[src/rtl/dot_led_pkg.sv]
// Shared constants for the dot-LED control path: AXI response codes, the register
// map used by the VDMA logic and by software, and a constant-safe log2 helper.
package dot_led_pkg;

    typedef enum logic [1:0] {
        AXI_RESP_OKAY   = 2'b00,
        AXI_RESP_SLVERR = 2'b10
    } axi_resp_e;

    localparam int REG_CTRL      = 0;
    localparam int REG_STATUS    = 1;
    localparam int REG_FB_ADDR   = 2;
    localparam int REG_FB_STRIDE = 3;
    localparam int REG_SCAN_CFG  = 4;
    localparam int REG_IRQ_EN    = 5;
    localparam int REG_IRQ_STAT  = 6;
    localparam int REG_VERSION   = 7;

    function automatic int clog2(input int value);
        int r;
        r = 0;
        for (int v = value - 1; v > 0; v = v >> 1) begin
            r = r + 1;
        end
        return r;
    endfunction

endpackage

[src/rtl/dot_led_axil_wr_merge.sv]
// Byte-strobe merge: every byte lane with its strobe set takes the new data,
// every other lane keeps the old register contents.
module dot_led_axil_wr_merge #(
    parameter int DW = 32
) (
    input  logic [DW-1:0]   old_data,
    input  logic [DW-1:0]   new_data,
    input  logic [DW/8-1:0] strb,
    output logic [DW-1:0]   merged
);

    always_comb begin
        merged = old_data;
        for (int b = 0; b < DW / 8; b++) begin
            if (strb[b]) begin
                merged[b*8 +: 8] = new_data[b*8 +: 8];
            end
        end
    end

endmodule

[src/rtl/dot_led_axil_regbank.sv]
// AXI4-Lite register bank for the dot-LED VDMA control path: N registers of DW bits,
// optional read-only status slots, byte strobes, per-register write pulses, SLVERR decode.
module dot_led_axil_regbank
    import dot_led_pkg::*;
#(
    parameter int          C_S_AXI_DATA_WIDTH = 32,
    parameter int          C_S_AXI_ADDR_WIDTH = 8,
    parameter int          NUM_REGS           = 8,
    parameter logic [63:0] RO_MASK            = 64'h0
) (
    input  logic                             S_AXI_ACLK,
    input  logic                             S_AXI_ARESETN,
    input  logic [C_S_AXI_ADDR_WIDTH-1:0]    S_AXI_AWADDR,
    input  logic                             S_AXI_AWVALID,
    output logic                             S_AXI_AWREADY,
    input  logic [C_S_AXI_DATA_WIDTH-1:0]    S_AXI_WDATA,
    input  logic [C_S_AXI_DATA_WIDTH/8-1:0]  S_AXI_WSTRB,
    input  logic                             S_AXI_WVALID,
    output logic                             S_AXI_WREADY,
    output logic [1:0]                       S_AXI_BRESP,
    output logic                             S_AXI_BVALID,
    input  logic                             S_AXI_BREADY,
    input  logic [C_S_AXI_ADDR_WIDTH-1:0]    S_AXI_ARADDR,
    input  logic                             S_AXI_ARVALID,
    output logic                             S_AXI_ARREADY,
    output logic [C_S_AXI_DATA_WIDTH-1:0]    S_AXI_RDATA,
    output logic [1:0]                       S_AXI_RRESP,
    output logic                             S_AXI_RVALID,
    input  logic                             S_AXI_RREADY,
    output logic [NUM_REGS*C_S_AXI_DATA_WIDTH-1:0] reg_out,
    input  logic [NUM_REGS*C_S_AXI_DATA_WIDTH-1:0] status_in,
    output logic [NUM_REGS-1:0]              wr_pulse
);

    localparam int DW       = C_S_AXI_DATA_WIDTH;
    localparam int AW       = C_S_AXI_ADDR_WIDTH;
    localparam int SW       = DW / 8;
    localparam int ADDR_LSB = clog2(SW);
    localparam int IDX_W    = AW - ADDR_LSB;
    localparam int IDX_W1   = IDX_W + 1;
    localparam logic [IDX_W:0] NREGS_W = IDX_W1'(NUM_REGS);

    logic                live;
    logic                aw_held, w_held, bvalid, rvalid;
    logic [IDX_W-1:0]    aw_idx, ar_idx;
    logic [DW-1:0]       wdata_q, rdata, wr_old, wr_merged, rd_value;
    logic [SW-1:0]       wstrb_q;
    logic [1:0]          bresp, rresp;
    logic [NUM_REGS-1:0] pulse, is_ro;
    logic [DW-1:0]       regs   [NUM_REGS];
    logic [DW-1:0]       rd_src [NUM_REGS];
    logic                aw_in_range, ar_in_range;
    logic                unused_ok;

    // Valid/ready: a beat transfers on the rising edge where both are high. Readies are
    // held low in reset and in the first cycle after, and only one write and one read
    // may be outstanding; BVALID/RVALID hold with stable payload until their ready.
    assign S_AXI_AWREADY = live && !aw_held && !bvalid;
    assign S_AXI_WREADY  = live && !w_held && !bvalid;
    assign S_AXI_ARREADY = live && !rvalid;
    assign S_AXI_BVALID  = bvalid;
    assign S_AXI_BRESP   = bresp;
    assign S_AXI_RVALID  = rvalid;
    assign S_AXI_RRESP   = rresp;
    assign S_AXI_RDATA   = rdata;
    assign wr_pulse      = pulse;

    // Sub-word offset bits never select anything.
    assign unused_ok = &{1'b0, S_AXI_AWADDR[ADDR_LSB-1:0], S_AXI_ARADDR[ADDR_LSB-1:0], status_in};

    assign ar_idx      = S_AXI_ARADDR[AW-1:ADDR_LSB];
    assign aw_in_range = ({1'b0, aw_idx} < NREGS_W);
    assign ar_in_range = ({1'b0, ar_idx} < NREGS_W);

    for (genvar g = 0; g < NUM_REGS; g++) begin : g_reg
        assign is_ro[g]              = RO_MASK[g];
        assign rd_src[g]             = RO_MASK[g] ? status_in[g*DW +: DW] : regs[g];
        assign reg_out[g*DW +: DW]   = RO_MASK[g] ? '0 : regs[g];
    end

    always_comb begin
        wr_old   = '0;
        rd_value = '0;
        for (int i = 0; i < NUM_REGS; i++) begin
            if (aw_idx == IDX_W'(i)) wr_old = regs[i];
            if (ar_idx == IDX_W'(i)) rd_value = rd_src[i];
        end
    end

    dot_led_axil_wr_merge #(.DW(DW)) u_wr_merge (
        .old_data (wr_old),
        .new_data (wdata_q),
        .strb     (wstrb_q),
        .merged   (wr_merged)
    );

    // Write channel: AW and W latch independently; the cycle after both are held commits.
    always_ff @(posedge S_AXI_ACLK or negedge S_AXI_ARESETN) begin
        if (!S_AXI_ARESETN) begin
            live    <= 1'b0;
            aw_held <= 1'b0;
            w_held  <= 1'b0;
            aw_idx  <= '0;
            wdata_q <= '0;
            wstrb_q <= '0;
            bvalid  <= 1'b0;
            bresp   <= AXI_RESP_OKAY;
            pulse   <= '0;
            for (int i = 0; i < NUM_REGS; i++) regs[i] <= '0;
        end else begin
            live  <= 1'b1;
            pulse <= '0;
            if (S_AXI_AWVALID && S_AXI_AWREADY) begin
                aw_held <= 1'b1;
                aw_idx  <= S_AXI_AWADDR[AW-1:ADDR_LSB];
            end
            if (S_AXI_WVALID && S_AXI_WREADY) begin
                w_held  <= 1'b1;
                wdata_q <= S_AXI_WDATA;
                wstrb_q <= S_AXI_WSTRB;
            end
            if (aw_held && w_held) begin
                aw_held <= 1'b0;
                w_held  <= 1'b0;
                bvalid  <= 1'b1;
                bresp   <= aw_in_range ? AXI_RESP_OKAY : AXI_RESP_SLVERR;
                for (int i = 0; i < NUM_REGS; i++) begin
                    if (aw_in_range && aw_idx == IDX_W'(i) && !is_ro[i]) begin
                        regs[i]  <= wr_merged;
                        pulse[i] <= 1'b1;
                    end
                end
            end else if (bvalid && S_AXI_BREADY) begin
                bvalid <= 1'b0;
            end
        end
    end

    // Read channel: data and response are captured at the AR handshake, so a same-cycle
    // commit to the same register is seen as the pre-write value.
    always_ff @(posedge S_AXI_ACLK or negedge S_AXI_ARESETN) begin
        if (!S_AXI_ARESETN) begin
            rvalid <= 1'b0;
            rdata  <= '0;
            rresp  <= AXI_RESP_OKAY;
        end else if (S_AXI_ARVALID && S_AXI_ARREADY) begin
            rvalid <= 1'b1;
            rdata  <= ar_in_range ? rd_value : '0;
            rresp  <= ar_in_range ? AXI_RESP_OKAY : AXI_RESP_SLVERR;
        end else if (rvalid && S_AXI_RREADY) begin
            rvalid <= 1'b0;
        end
    end

endmodule
[config.mk]
export PLATFORM = sky130hd
export DESIGN_NAME = dot_led_axil_regbank
export DESIGN_NICKNAME = d
export VERILOG_FILES = /design/src/rtl/dot_led_pkg.sv /design/src/rtl/dot_led_axil_wr_merge.sv /design/src/rtl/dot_led_axil_regbank.sv
export SDC_FILE = /design/constraint.sdc
export NUM_CORES = 1
export LEC_CHECK = 0
export BUFFER_PORTS_ARGS = -buffer_cell sky130_fd_sc_hd__buf_2
export CAP_MARGIN = 15
export CORE_MARGIN = 2
export CORE_UTILIZATION = 24
export CTS_CLUSTER_DIAMETER = 150
export DETAILED_ROUTE_END_ITERATION = 6
export PLACE_DENSITY = 0.53
export SLEW_MARGIN = 30
export SYNTH_ARGS = -nofsm -noshare
export SYNTH_HDL_FRONTEND = slang
export SYNTH_SLANG_ARGS = --single-unit
[constraint.sdc]
create_clock -name S_AXI_ACLK -period 2.8 [get_ports S_AXI_ACLK]
set_input_delay 0.28 -clock S_AXI_ACLK [delete_from_list [all_inputs] [get_ports S_AXI_ACLK]]
set_output_delay 0.28 -clock S_AXI_ACLK [all_outputs]
set_load 0.005 [all_outputs]
* Yosys cells after proc, flatten, opt, wreduce, memory -nomap -nowiden *
Index checks and enable logic that the tools add are counted.

word-level totals
  flip-flop bits (word level) = 347
  bits in latches = 0
  bits in writable memories = 0
  memory bits (read-only) = 0
  bits of input ports = 315
  output and inout bits = 305
  word-level logic and storage cells = 113
  memories = 0

operators by class
  $add $sub $neg = 0
  multiply operators = 0
  div/mod/pow operators = 0
  order comparisons = 2
  eq/ne operators = 14
  shifts and indexed selects = 0
  muxes and demuxes = 40
  bitwise logic cells = 0
  reductions and logical operators = 37

operators by type and width
  cell                                                        number
  two-way mux 32 bit                                          17
  == test 6 x 3 -> 1 bit, second input constant               8
  two-way mux 8 bit                                           5
  == test 6 x 2 -> 1 bit, second input constant               4
  logical AND 1 bit                                           19
  two-way mux 1 bit                                           16
  AND reduction 2 bit                                         8
  == test 6 x 1 -> 1 bit, second input constant               2
  logical NOT 6 bit                                           2
  less-than comparator 6 x 4 -> 1 bit, second input constant  2
  nonzero test 2 bit                                          4
  logical NOT 1 bit                                           4
  two-way mux 2 bit                                           2

* Logic depth before layout (Yosys ltp) *
  depth after elaboration = 10
  gate-level depth with buffers = 8
  mapped depth without buffers = 5

* Hierarchy *
Synthesis repeated with hierarchy kept, for this count alone.

second synthesis, totals
  cell total of the unflattened synthesis = 1,400
  area, all modules = 17,511.8 um^2

by module, submodules not included
  module                 times used  cells each  area each (um^2)  sequential area each (um^2)
  dot_led_axil_regbank   1           1,364       16,986.3          8,633.3
  dot_led_axil_wr_merge  1           36          525.5             0.0

* Worst setup path before layout *
No wires, ideal clock.

  kind = flip-flop to flip-flop
  from = register aw_idx[5]
  to = register regs, in the netlist reg_out[145]
  setup time = 125 ps
  data arrival time = 1,947 ps
  data required time = 2,675 ps
  setup slack = 729 ps
  stages on the path, launching flop included = 6
  path buffers = 1
  period minus slack after synthesis = 2,071 ps
  path through = dfrtp_1 > or4b_4 > or4_1 > buf_2 > clkinv_2 > mux2_2

on the way
  word-level cells in the longest chain between the ends = 10
  elaborated cells between the ends (all ways) = 20
  those cells by class = order compare: 1; eq/ne: 7; mux: 9; reduce/logical: 3

ends and longest elaborated chain
  element                          RTL line                     RTL
  start: declaration               dot_led_axil_regbank.sv:45   logic [IDX_W-1:0] aw_idx, ar_idx;
  start signal: assignment         dot_led_axil_regbank.sv:115  aw_idx <= S_AXI_AWADDR[AW-1:ADDR_LSB];
  logical NOT 6 bit                dot_led_axil_regbank.sv:85   if (aw_idx == IDX_W'(i)) wr_old = regs[i];
  two-way mux 32 bit (8 in a row)  dot_led_axil_regbank.sv:85
  two-way mux 8 bit                dot_led_axil_wr_merge.sv:15  if (strb[b]) begin
  end signal: indexed assignment   dot_led_axil_regbank.sv:129  regs[i] <= wr_merged;
  end: declaration                 dot_led_axil_regbank.sv:50   logic [DW-1:0] regs [NUM_REGS];

Several ways; a longest one is shown, not always the timed one.
A chain may end at the register's enable or synchronous reset.

* Worst setup path in the final report *
  from = register aw_idx[1]
  to = register regs, in the netlist reg_out[205]

Same word-level chain as after synthesis.

==> flow_metrics.py <==
metrics = {
    "outcome": {
        "status": "finished clean",
    },
    "critical_path": {
        "critical_path_depth": 4,
        "end_kind": "flop",
        "slowest_stage": "nor2b_1",
        "path_class": "reg2reg",
        "cp_top_family": "simple AND/OR/NAND/NOR gates",
        "cp.arrival_ps": 3100,
        "critPathMaxFanout": 21,
        "crit_chain": "nor2b_1, buf_4, nand4_1, o21ai_0",
        "critPathMaxStageDelay_ps": 720,
        "crit_required_ps": 3260,
        "path_buf_inv": 1,
        "r2r-start": "aw_idx[1]",
        "reg2reg_depth": 4,
        "reg2reg_slack_ps": 160,
        "startpoint": "aw_idx[1]",
        "critPathCapture": "reg_out[205]",
        "r2r-end": "reg_out[205]",
        "cp-start-kind": "flop",
    },
    "floorplan": {
        "start_util_pct": 24.2,
        "dieArea_mm2": 0.0728,
        "die-width_um": 270,
        "fp.coreArea_mm2": 0.0700,
        "chipHeight_um": 270,
        "ios": 620,
        "std_cell_rows": 97,
    },
    "power": {
        "clkPwrFrac_pct": 26.8,
        "leakagePower_nw": 10.4,
        "sw_frac_of_total_pct": 39.4,
        "switchingPower_mw": 8.61,
        "powerDensity_mw_per_mm2": 981,
        "ir_worst_vdd_mv": 0.363,
        "power_frac_seq_pct": 36.5,
        "intPower_mw": 13.2,
        "p_comb_share_pct": 36.7,
    },
    "sta": {
        "rsz0062_at_grt": "no",
        "finalMaxSlewViolations": 0,
        "skew_ps": 25.8,
        "tightestPinTransition_ps": 839,
        "setup_violations": 0,
        "tns_ps": 0,
        "fmax_ghz": 0.379,
        "fin_crit_ps": 2640,
        "hold_violations": 0,
        "post-route-period-util_pct": 94.1,
        "max_slew_margin_pct": 44.1,
    },
    "synthesis": {
        "synth_sequential_area_ratio_pct": 50.9,
        "synth_area_leaders": "dfrtp_1 51%, mux2_2 7.4%, mux4_2 6.2%, o21ai_0 5.5%, nand2_1 3.6%",
        "synth_area_mm2": 0.0170,
        "synth_top_area_share_pct": 50.9,
        "synth_edf_count": 0,
        "synth_top_area_cell": "dfrtp_1",
        "ys_types": 59,
        "synthCells": 1590,
        "yosysWarnings": 0,
        "ys_ff_latch": 345,
        "avgSynthCellArea_um2": 10.7,
        "ys.flop_type": "dfrtp_1",
        "synthArstFlopShare_pct": 100,
    },
    "flow_run": {
        "drv_cap": 0,
    },
    "detailed_routing": {
        "vias": 15400,
        "drc": 0,
        "totalWireLength_um": 75300,
        "routedWlPerCell_um": 25.3,
        "via_per_inst": 5.19,
        "drtPass1Iterations": 6,
        "ant_nets": 0,
        "drt-initial-drc-count": 1577,
    },
    "global_route": {
        "grt_pass1_vias": 15300,
        "grt_pass1_wl_um": 109000,
        "grtUsageTotal_pct": 20.2,
        "grt_max_degree": 81,
        "antenna_found_initial": 3,
        "globalRouteOverflowTotal": 0,
    },
    "cts": {
        "h-tree-depth": 2,
        "cts_root_buffer": "clkbuf_16",
        "path_clk_slew_ps": 60,
        "cts.sink_count": 345,
        "numCtsBuffers": 44,
        "cts_tree": "built",
        "cts_resized": 0,
        "clockBufferDepth": 3,
        "clock_latency_ps": 570,
    },
    "layout": {
        "antenna_cells": 0,
        "final_util_pct": 31.8,
        "area_delta_synth_final_pct": 31.1,
        "layout.nets": 2312,
        "drive_gt1_share_pct": 35.2,
    },
    "place": {
        "post-dp-hpwl_um": 52900,
        "port_buffers": 357,
        "gp_congestion": 0.856,
    },
    "hold_path": {
        "hold_path_class": "in2reg",
    },
}
## cell families (layout without fill, tap and decap cells)
kind of cell / after synthesis / after routing / share of synthesized area [%]
compound gates: 494 / 494 / 17.5
mux: 223 / 223 / 17.6
other cells: 2 / 3 / 0.0443
buf+inv: 145 / 584 / 3.77
simple gates: 381 / 381 / 10.2
flops: 345 / 345 / 50.9
## worst min path at each step
| stage | endpoint | slack, ps | cells after the start | from |
|---|---|---|---|---|
| detailed placement | reg_out[217] | 390 | 1 | S_AXI_ARESETN |
| global placement | reg_out[249] | 380 | 1 | S_AXI_ARESETN |
| finish | S_AXI_RDATA[10] | 220 | 5 | S_AXI_ARADDR[6] |
| CTS | S_AXI_RDATA[10] | 180 | 5 | S_AXI_ARADDR[6] |
| floorplan | S_AXI_BRESP[1] | -20 | 0 | S_AXI_ARESETN |
| global route | S_AXI_RDATA[10] | 220 | 5 | S_AXI_ARADDR[7] |
## what timing repair did
| action | CTS | global route |
|---|---|---|
| setup buffers | 0 | 0 |
| hold endpoints to repair | 111 | 0 |
| hold buffers | 45 | 0 |
| setup endpoints to repair | 0 | 0 |
## sequential cells by signal, summed over array words and instances (netlist names)
register      flops
S_AXI_RDATA      32
S_AXI_BVALID      1
S_AXI_BRESP       1
wstrb_q           4
wdata_q          32
aw_held           1
live              1
S_AXI_RRESP       1
aw_idx            6
w_held            1
S_AXI_RVALID      1
reg_out         256
wr_pulse          8
## cells in the final DEF, fill, tap and decap left out, types with 12 or more instances in the layout
cell type      count
nand4_1           15
buf_4             72
nand2_1          162
a222oi_1          15
clkbuf_1          12
o22ai_1           53
mux2_2           112
a21oi_1           99
buf_2            354
inv_1             13
nand2b_1          19
o2bb2ai_1         27
dlygate4sd3_1     45
a31oi_1           49
clkbuf_16         46
mux4_2            47
o21ai_0          186
buf_12            18
nor2_1           115
mux2i_1           59
nand3_1           25
dfrtp_1          343
## per-layer routing
layer | share of wire (%) | track usage [%] | wire [um] | vias to the layer above
met5 | 0 | 0 | 0 | -
met4 | 2.8 | 6.21 | 2090 | 0
met3 | 8.5 | 4.35 | 6430 | 105
met2 | 44 | 30.8 | 33300 | 756
met1 | 44 | 28.5 | 33400 | 7844
li1 | - | - | - | 6704
## worst min-delay path: stages
cell     delay [ps]
buf_2            90
nor4_2           50
buf_12          170
inv_1            70
o31ai_1          70
## per-stage QoR
stage | instance area (um^2) | power (mW) | cells | setup WS [ps] | hold WS, ps
final | 22300 | 21.8 | 2970 | 164 | 216
after global routing | 22300 | 23.0 | 2970 | 84.0 | 221
after CTS | 22300 | 22.0 | 2970 | 197 | 182
after detailed placement | 20300 | 15.9 | 2846 | 202 | 388
after global placement | 20300 | 15.7 | 2846 | 282 | 380
after floorplan | 17000 | 11.9 | 1591 | 729 | -15.6
## cell usage after synthesis (all sizes together), types with 3 or more instances
library cell / instances
dfrtp: 345
o21ai: 187
nand2: 165
mux2: 117
nor2: 116
a21oi: 99
clkbuf: 69
buf: 61
mux2i: 59
o22ai: 54
a31oi: 50
mux4: 47
o2bb2ai: 27
nand3: 25
nand2b: 19
a222oi: 15
nand4: 15
inv: 13
a21o: 11
a31o: 10
o21a: 9
nor2b: 8
o211ai: 8
and2: 7
a32oi: 5
nor4: 5
a211oi: 4
o31a: 4
a22o: 3
nor3: 3
or2: 3
or3: 3
## power groups by stage
stage / Combinational, mW / Clock [mW] / Sequential [mW]
floorplan: 4.46 / 0 / 7.45
global placement: 7.76 / 0 / 7.93
detailed placement: 7.93 / 0 / 8.01
CTS: 8.01 / 6.02 / 7.93
global route: 8.65 / 6.22 / 8.15
finish: 8.01 / 5.86 / 7.96
## cell type report
cell class / count / area [um^2]
Fill cell: 7201 / 47800
Sequential cell: 345 / 8640
Multi-Input combinational cell: 1101 / 7750
Timing Repair Buffer: 490 / 3140
Clock buffer: 64 / 1280
Tap cell: 940 / 1180
Clock inverter: 15 / 206
Inverter: 15 / 62.6
Note: power is estimated with default switching activity, not from simulation.
